**src/rtl/ahb_master_arbiter.sv**
```systemverilog
`default_nettype none
// ============================================================================
// Module      : ahb_master_arbiter
// Description : Round-robin AHB-Lite arbiter with bus lock, sharing one bridge
//               slave port between NUM_MST masters. Optional beat limit under
//               macro ARB_BURST_LIMIT_EN.
// Revision    : 1.0
// ============================================================================
module ahb_master_arbiter #(
  parameter int NUM_MST   = 4,
  parameter int ADDR_W    = 32,
  parameter int DATA_W    = 32,
  parameter int MAX_BEATS = 16
) (
  input  logic                        clk,
  input  logic                        Hreset,
  input  logic [NUM_MST-1:0]          Hbusreq,
  input  logic [NUM_MST-1:0]          Hlock,
  input  logic [NUM_MST*ADDR_W-1:0]   Haddr_m,
  input  logic [NUM_MST*2-1:0]        Htrans_m,
  input  logic [NUM_MST-1:0]          Hwrite_m,
  input  logic [NUM_MST*3-1:0]        Hsize_m,
  input  logic [NUM_MST*DATA_W-1:0]   Hwdata_m,
  output logic [NUM_MST-1:0]          Hgrant,
  output logic [$clog2(NUM_MST)-1:0]  Hmaster,
  output logic                        Hmastlock,
  output logic [ADDR_W-1:0]           Haddr,
  output logic [1:0]                  Htrans,
  output logic                        Hwrite,
  output logic [2:0]                  Hsize,
  output logic [DATA_W-1:0]           Hwdata,
  output logic                        Hreadyin,
  input  logic                        Hreadyout,
  input  logic [DATA_W-1:0]           Hrdata,
  input  logic [1:0]                  Hresp,
  output logic                        Hready_m,
  output logic [DATA_W-1:0]           Hrdata_m,
  output logic [1:0]                  Hresp_m
);

  localparam int IDX_W = $clog2(NUM_MST);
  localparam logic [1:0] C_IDLE   = 2'b00;
  localparam logic [1:0] C_BUSY   = 2'b01;
  localparam logic [1:0] C_NONSEQ = 2'b10;
  localparam logic [1:0] C_SEQ    = 2'b11;

  typedef enum logic [1:0] {
    PARK   = 2'd0,
    OWN    = 2'd1,
    LOCKED = 2'd2
  } state_t;

  if (NUM_MST < 2 || NUM_MST > 8 || MAX_BEATS < 1) begin : g_param_check
    $error("ahb_master_arbiter: illegal NUM_MST or MAX_BEATS");
  end

  state_t               r_state, w_state_nxt;
  logic [NUM_MST-1:0]   r_grant, w_grant_nxt;
  logic [IDX_W-1:0]     r_ptr, w_ptr_nxt;
  logic [IDX_W-1:0]     r_hmaster, r_hmaster_d;
  logic                 r_mastlock;

  logic [ADDR_W-1:0]    w_addr  [NUM_MST];
  logic [1:0]           w_trans [NUM_MST];
  logic [2:0]           w_size  [NUM_MST];
  logic [DATA_W-1:0]    w_wdata [NUM_MST];

  logic [1:0]           w_bus_trans;
  logic                 w_pending, w_lock_now, w_other_req, w_limit, w_rearb, w_found;
  logic [NUM_MST-1:0]   w_req_rot;
  logic [IDX_W:0]       w_shamt, w_off, w_win_sum;
  logic [IDX_W-1:0]     w_win;

  for (genvar i = 0; i < NUM_MST; i++) begin : g_unpack
    assign w_addr[i]  = Haddr_m[i*ADDR_W +: ADDR_W];
    assign w_trans[i] = Htrans_m[i*2 +: 2];
    assign w_size[i]  = Hsize_m[i*3 +: 3];
    assign w_wdata[i] = Hwdata_m[i*DATA_W +: DATA_W];
  end

  // Address/control follow the address-phase owner, write data the data-phase owner.
  assign Haddr     = w_addr[r_hmaster];
  assign Htrans    = Hreset ? C_IDLE : w_trans[r_hmaster];
  assign Hwrite    = Hwrite_m[r_hmaster];
  assign Hsize     = w_size[r_hmaster];
  assign Hwdata    = w_wdata[r_hmaster_d];
  assign Hreadyin  = Hreadyout;
  assign Hready_m  = Hreadyout;
  assign Hrdata_m  = Hrdata;
  assign Hresp_m   = Hresp;
  assign Hgrant    = r_grant;
  assign Hmaster   = r_hmaster;
  assign Hmastlock = r_mastlock;

  assign w_bus_trans = w_trans[r_hmaster];
  assign w_pending   = (r_ptr != r_hmaster);
  assign w_lock_now  = Hlock[r_ptr] && ((r_state == LOCKED) || Hbusreq[r_ptr]);
  assign w_other_req = |(Hbusreq & ~r_grant);

`ifdef ARB_BURST_LIMIT_EN
  localparam int CNT_W = $clog2(MAX_BEATS + 1);
  logic [CNT_W-1:0] r_beats, w_beats_inc;
  logic             w_beat;

  // Beats issued by the old owner while a handover is pending are not charged.
  assign w_beat      = ((w_bus_trans == C_NONSEQ) || (w_bus_trans == C_SEQ)) && !w_pending;
  assign w_beats_inc = (w_beat && (r_beats < CNT_W'(MAX_BEATS))) ? r_beats + 1'b1 : r_beats;
  assign w_limit     = (w_beats_inc >= CNT_W'(MAX_BEATS)) && w_other_req;

  always_ff @(posedge clk) begin
    if (Hreset) begin
      r_beats <= '0;
    end else if (Hreadyout) begin
      r_beats <= (w_grant_nxt != r_grant) ? '0 : w_beats_inc;
    end
  end
`else
  assign w_limit = 1'b0;
`endif

  always_comb begin
    w_shamt   = {1'b0, r_ptr} + 1'b1;
    w_req_rot = NUM_MST'({Hbusreq, Hbusreq} >> w_shamt);
    w_found   = 1'b0;
    w_off     = '0;
    // Descending scan leaves the lowest set bit, i.e. nearest after the owner.
    for (int j = NUM_MST - 1; j >= 0; j--) begin
      if (w_req_rot[j]) begin
        w_found = 1'b1;
        w_off   = (IDX_W+1)'(j);
      end
    end
    w_win_sum = w_shamt + w_off;
    if (w_win_sum >= (IDX_W+1)'(NUM_MST)) begin
      w_win_sum = w_win_sum - (IDX_W+1)'(NUM_MST);
    end
    w_win = w_win_sum[IDX_W-1:0];
  end

  always_comb begin
    w_rearb     = !w_lock_now && !w_pending &&
                  (((w_bus_trans != C_SEQ) && (w_bus_trans != C_BUSY) &&
                    (!Hbusreq[r_ptr] || (w_bus_trans == C_IDLE))) || w_limit);
    w_grant_nxt = r_grant;
    w_ptr_nxt   = r_ptr;
    if (w_rearb && w_found) begin
      w_grant_nxt = NUM_MST'(1) << w_win;
      w_ptr_nxt   = w_win;
    end
    if (w_lock_now) begin
      w_state_nxt = LOCKED;
    end else if (Hbusreq[w_ptr_nxt]) begin
      w_state_nxt = OWN;
    end else begin
      w_state_nxt = PARK;
    end
  end

  always_ff @(posedge clk) begin
    if (Hreset) begin
      r_state     <= PARK;
      r_grant     <= NUM_MST'(1);
      r_ptr       <= '0;
      r_hmaster   <= '0;
      r_hmaster_d <= '0;
      r_mastlock  <= 1'b0;
    end else if (Hreadyout) begin
      r_state     <= w_state_nxt;
      r_grant     <= w_grant_nxt;
      r_ptr       <= w_ptr_nxt;
      r_hmaster_d <= r_hmaster;
      r_hmaster   <= r_ptr;
      r_mastlock  <= w_lock_now;
    end
  end

endmodule
`default_nettype wire

```
**config.mk**
```make
export PLATFORM = sky130hd
export DESIGN_NAME = ahb_master_arbiter
export DESIGN_NICKNAME = d
export VERILOG_FILES = /design/src/rtl/ahb_master_arbiter.sv
export SDC_FILE = /design/constraint.sdc
export NUM_CORES = 1
export LEC_CHECK = 0
export BUFFER_PORTS_ARGS = -buffer_cell sky130_fd_sc_hd__buf_2
export CORE_AREA = 2 2 172 174
export CTS_CLUSTER_DIAMETER = 80
export DETAILED_ROUTE_END_ITERATION = 12
export DIE_AREA = 0 0 174 176
export GPL_ROUTABILITY_DRIVEN = 0
export PLACE_DENSITY = 0.4
export SLEW_MARGIN = 20
export SYNTH_ARGS = -nofsm -noshare
export SYNTH_HDL_FRONTEND = slang
export SYNTH_SLANG_ARGS = --single-unit
```
**constraint.sdc**
```tcl
create_clock -name clk -period 2.3 [get_ports clk]
set_clock_uncertainty 0.1 [all_clocks]
set_input_delay 0.23 -clock clk [delete_from_list [all_inputs] [get_ports clk]]
set_output_delay 0.23 -clock clk [all_outputs]
set_load 0.1 [all_outputs]
```
==> flow_summary.html <==
<table>
<tr><th>Metric</th><th>Value</th></tr>
<tr><th colspan="2">Worst setup path</th></tr>
<tr><td>CP startpoint kind</td><td>register</td></tr>
<tr><td>Largest stage delay on the critical path</td><td>0.40 ns</td></tr>
<tr><td>Master of the slowest instance on the critical path</td><td>or4_1</td></tr>
<tr><td>Critical Path RT</td><td>2.32 ns</td></tr>
<tr><td>Critical path fanouts, max</td><td>6</td></tr>
<tr><td>Worst setup path class</td><td>register to register</td></tr>
<tr><td>Arrival time at the worst endpoint</td><td>2.25 ns</td></tr>
<tr><td>Chain of cells forming the critical path</td><td>nor4_4 &gt; a21oi_2 &gt; o21ai_1 &gt; a21oi_1 &gt; ha_2 &gt; or4_1 &gt; nand4_1 &gt; mux2i_1 &gt; o31a_1</td></tr>
<tr><td>Element type at the critical path end</td><td>register</td></tr>
<tr><th colspan="2">Synthesis</th></tr>
<tr><td>Register bit count reported by yosys</td><td>12</td></tr>
<tr><td>Synth top area share</td><td>57.9%</td></tr>
<tr><td>Nets in the synthesized netlist</td><td>562</td></tr>
<tr><td>Simple-gate area share of the yosys netlist</td><td>8.49%</td></tr>
<tr><td>Share of cell area taken by muxes after synthesis</td><td>59.7%</td></tr>
<tr><td>YS warnings</td><td>0</td></tr>
<tr><td>Leading post-synthesis cells by cell area</td><td>mux4_2, buf_4, dfxtp_1</td></tr>
<tr><td>Combinational family with the most area after synthesis</td><td>multiplexers</td></tr>
<tr><td>Compound-cell area share of the yosys netlist</td><td>7.82%</td></tr>
<tr><td>Post-synthesis cell count</td><td>236</td></tr>
<tr><td>Adder-cell area share of the yosys netlist</td><td>0.447%</td></tr>
<tr><td>Mean post-synth cell area</td><td>11.9 sq um</td></tr>
<tr><td>Cell type contributing the most total cell area after synthesis</td><td>mux4_2</td></tr>
<tr><td>Area share of xor/xnor cells in the synthesized design</td><td>0.626%</td></tr>
<tr><td>Cell area after synthesis</td><td>0.00280 sq mm</td></tr>
<tr><td>Sequential-to-total area share from yosys stat</td><td>8.58%</td></tr>
<tr><td>Yosys cell types</td><td>39</td></tr>
<tr><th colspan="2">Clock tree</th></tr>
<tr><td>Largest buffer count on any clock path</td><td>2</td></tr>
<tr><td>Hold_buf cts</td><td>0</td></tr>
<tr><td>Clock-pin slew on the worst setup and hold paths</td><td>0.04 ns</td></tr>
<tr><td>Clock sink count</td><td>12</td></tr>
<tr><td>Cell at the root of the clock tree</td><td>clkbuf_16</td></tr>
<tr><td>H-tree levels</td><td>1</td></tr>
<tr><td>Number of buffers created by CTS</td><td>3</td></tr>
<tr><td>Clock tree from TritonCTS</td><td>built</td></tr>
<tr><td>Clk_lat worst skew</td><td>0.24 ns</td></tr>
<tr><th colspan="2">Timing</th></tr>
<tr><td>Slew headroom</td><td>64.8%</td></tr>
<tr><td>Period Utilization, post-route</td><td>96.9%</td></tr>
<tr><td>Setup repair after global routing missed its margin</td><td>yes</td></tr>
<tr><td>Worst-Margin Slew</td><td>0.532 ns</td></tr>
<tr><td>Setup-failing EPs final</td><td>0</td></tr>
<tr><td>Timing-limited maximum frequency</td><td>0.449 GHz</td></tr>
<tr><td>Minimum clock period</td><td>2.23 ns</td></tr>
<tr><td>Final hold violation count</td><td>0</td></tr>
<tr><td>Number of max-slew violations in the final report</td><td>0</td></tr>
<tr><th colspan="2">Final layout</th></tr>
<tr><td>Antenna cell count</td><td>0</td></tr>
<tr><td>Fillers</td><td>3240</td></tr>
<tr><td>Highest-count cells in the layout ignoring fill and taps</td><td>buf_2, mux4_2, buf_12</td></tr>
<tr><td>Area Overhead vs Synth</td><td>104%</td></tr>
<tr><td>Most common cell after layout, fill and taps aside</td><td>buf_2</td></tr>
<tr><td>Fraction of layout cells with a size suffix above 1</td><td>84.8%</td></tr>
<tr><td>Total non-filler cell area in the finished layout</td><td>0.00572 sq mm</td></tr>
<tr><td>Post-layout net count</td><td>906</td></tr>
<tr><th colspan="2">Power and ir drop</th></tr>
<tr><td>Worst-case vdd ir drop</td><td>0.280 mV</td></tr>
<tr><td>Clk pwr share</td><td>13.0%</td></tr>
<tr><td>Pwr Density</td><td>432 mW/mm^2</td></tr>
<tr><td>Power share of the sequential group</td><td>9.9%</td></tr>
<tr><td>Post-layout total power</td><td>2.47 mW</td></tr>
<tr><td>Switching power as a share of total power</td><td>54.0%</td></tr>
<tr><td>Share of power burned in combinational logic</td><td>77.1%</td></tr>
<tr><td>Cell leakage power</td><td>2.53 nW</td></tr>
<tr><td>Net switching power</td><td>1.33 mW</td></tr>
<tr><td>Internal power summed over all cells</td><td>1.14 mW</td></tr>
<tr><th colspan="2">Global routing</th></tr>
<tr><td>Global Route Usage Sum</td><td>10.1%</td></tr>
<tr><td>Wire length of the first global-routing pass</td><td>23.5 mm</td></tr>
<tr><td>Initial antenna violation count</td><td>0</td></tr>
<tr><td>Pin count of the biggest net entering global routing</td><td>39</td></tr>
<tr><td>Vias in the first global route</td><td>3730</td></tr>
<tr><td>Remaining global-route overflow</td><td>0</td></tr>
<tr><th colspan="2">Run</th></tr>
<tr><td>Reported max-cap violation count</td><td>0</td></tr>
<tr><th colspan="2">Detailed routing</th></tr>
<tr><td>Number of remaining DRC errors</td><td>0</td></tr>
<tr><td>Final Routed Wirelength</td><td>16.6 mm</td></tr>
<tr><td>Drt first pass iters</td><td>4</td></tr>
<tr><td>Iteration-0 DRC count of the detailed router</td><td>89</td></tr>
<tr><td>Routed len/inst</td><td>17.3 microns</td></tr>
<tr><td>Remaining antenna violation count after routing</td><td>0</td></tr>
<tr><td>Vias per Instance</td><td>3.78</td></tr>
<tr><td>Number of vias in the routed layout</td><td>3643</td></tr>
<tr><th colspan="2">Placed design</th></tr>
<tr><td>Estimated wirelength of the detail-placed design</td><td>15.1 mm</td></tr>
<tr><td>Area of placed instances</td><td>0.00554 sq mm</td></tr>
<tr><td>Number of port buffers</td><td>369</td></tr>
<tr><th colspan="2">Die</th></tr>
<tr><td>Number of I/O pins</td><td>438</td></tr>
<tr><td>Std-Cell Core Area</td><td>0.0285 sq mm</td></tr>
<tr><td>Full die area</td><td>0.0306 sq mm</td></tr>
<tr><td>Starting Density</td><td>9.80%</td></tr>
<tr><td>Row count</td><td>62</td></tr>
<tr><td>Overall die height</td><td>176 microns</td></tr>
<tr><td>Overall die width</td><td>174 microns</td></tr>
<tr><th colspan="2">Run status</th></tr>
<tr><td>Result of the run</td><td>finished clean</td></tr>
<tr><th colspan="2">Worst hold path</th></tr>
<tr><td>HP Class</td><td>input port to register</td></tr>
</table>
[critical path: cells and delay by family (launching register included)]
family                     cells  cell delay (ns)
and+or+nand+nor                3             0.88
AOI/OAI and AO/OA              4             0.43
DFF                            1             0.38
adders and majority gates      1             0.21
muxes                          1             0.11
[logic make-up (layout without fill, tap and decap cells)]
kind of cell,count (synthesis),after routing
xor+xnor,2,2
mux,77,77
simple gates,47,47
compound gates,30,30
flops,12,12
fa+ha+maj,1,1
buf+inv,67,410
[worst paths after layout]
| path | cells after the start | to | start | slack [ns] |
|---|---|---|---|---|
| min | 2 | r_hmaster_d[0]$_SDFFE_PP0P_ | Hreset | 0.25 |
| min reg2reg | 2 | Hgrant[2]$_SDFFE_PP0P_ | Hgrant[2]$_SDFFE_PP0P_ | 0.35 |
| max reg2reg | 9 | r_state[0]$_SDFFE_PP0P_ | r_ptr[0]$_SDFFE_PP0P_ | 0.07 |
| max | 9 | r_state[0]$_SDFFE_PP0P_ | r_ptr[0]$_SDFFE_PP0P_ | 0.07 |
[sequential cells by signal (all words and copies together), names as in the netlist]
name         count
Hgrant           4
Hmaster          2
r_hmaster_d      2
r_ptr            2
r_state          2
[cells in the mapped netlist, drive strengths merged]
cell and count:
mux4 72, buf 46, clkbuf 16, nor2 14, dfxtp 12, nand2 11, o21ai 8, a21oi 7
inv 5, mux2i 5, nor2b 5, nand2b 3, nand4 3, a211oi 2, nand3 2, nor3 2
o32a 2, o32ai 2, or3 2, xor2 2, a2111oi 1, a211o 1, a221oi 1, a31oi 1
a32oi 1, and3 1, ha 1, nand4b 1, nor3b 1, nor4 1, o22ai 1, o311ai 1
o31a 1, o31ai 1, or4 1
[layout make-up]
type                       instances  area (sq um)  area share [%]
multi-input combinational        157          2210            38.6
inverter                           5          18.8           0.328
timing repair buffer             401          2680            46.9
tap                              384           480            8.40
clock buffer                       4          78.8            1.38
sequential                        12           253            4.42
[layer usage]
| layer | vias up | GRT usage [%] | part of all wire (%) |
|---|---|---|---|
| met5 | - | 0 | 0 |
| met4 | 0 | 0.560 | 0.29 |
| met3 | 6 | 2.76 | 8.5 |
| met2 | 237 | 19.4 | 54 |
| met1 | 1774 | 11.6 | 37 |
| li1 | 1626 | - | - |
[power by group through the flow]
| stage | combinational (mW) | clock (mW) | sequential [mW] |
|---|---|---|---|
| after floorplan | 1.47 | 0 | 0.296 |
| after global placement | 1.88 | 0 | 0.250 |
| after detailed placement | 1.88 | 0 | 0.249 |
| after CTS | 1.88 | 0.330 | 0.246 |
| after global routing | 1.99 | 0.343 | 0.247 |
| final | 1.91 | 0.321 | 0.244 |
[through the flow]
step / setup slack (ns) / cells / hold slack (ns) / util (%) / TNS, ns
CTS: 0.00995 / 961 / 0.253 / 19.7 / 0
global placement: -0.159 / 957 / 0.344 / 19.4 / -0.583
floorplan: -0.0182 / 236 / 0.224 / - / -0.0365
finish: 0.0708 / 963 / 0.245 / 20.0 / 0
detailed placement: -0.132 / 957 / 0.351 / 19.4 / -0.518
global route: -0.0544 / 963 / 0.267 / 20.0 / -0.104
[repair_timing]
| action | in CTS | in global routing |
|---|---|---|
| pin swaps | 0 | 7 |
| endpoints found under the setup margin | 7 | 22 |
| buffers inserted | 0 | 2 |
| gates resized for setup | 3 | 24 |
(Power assumes the default switching activity.)
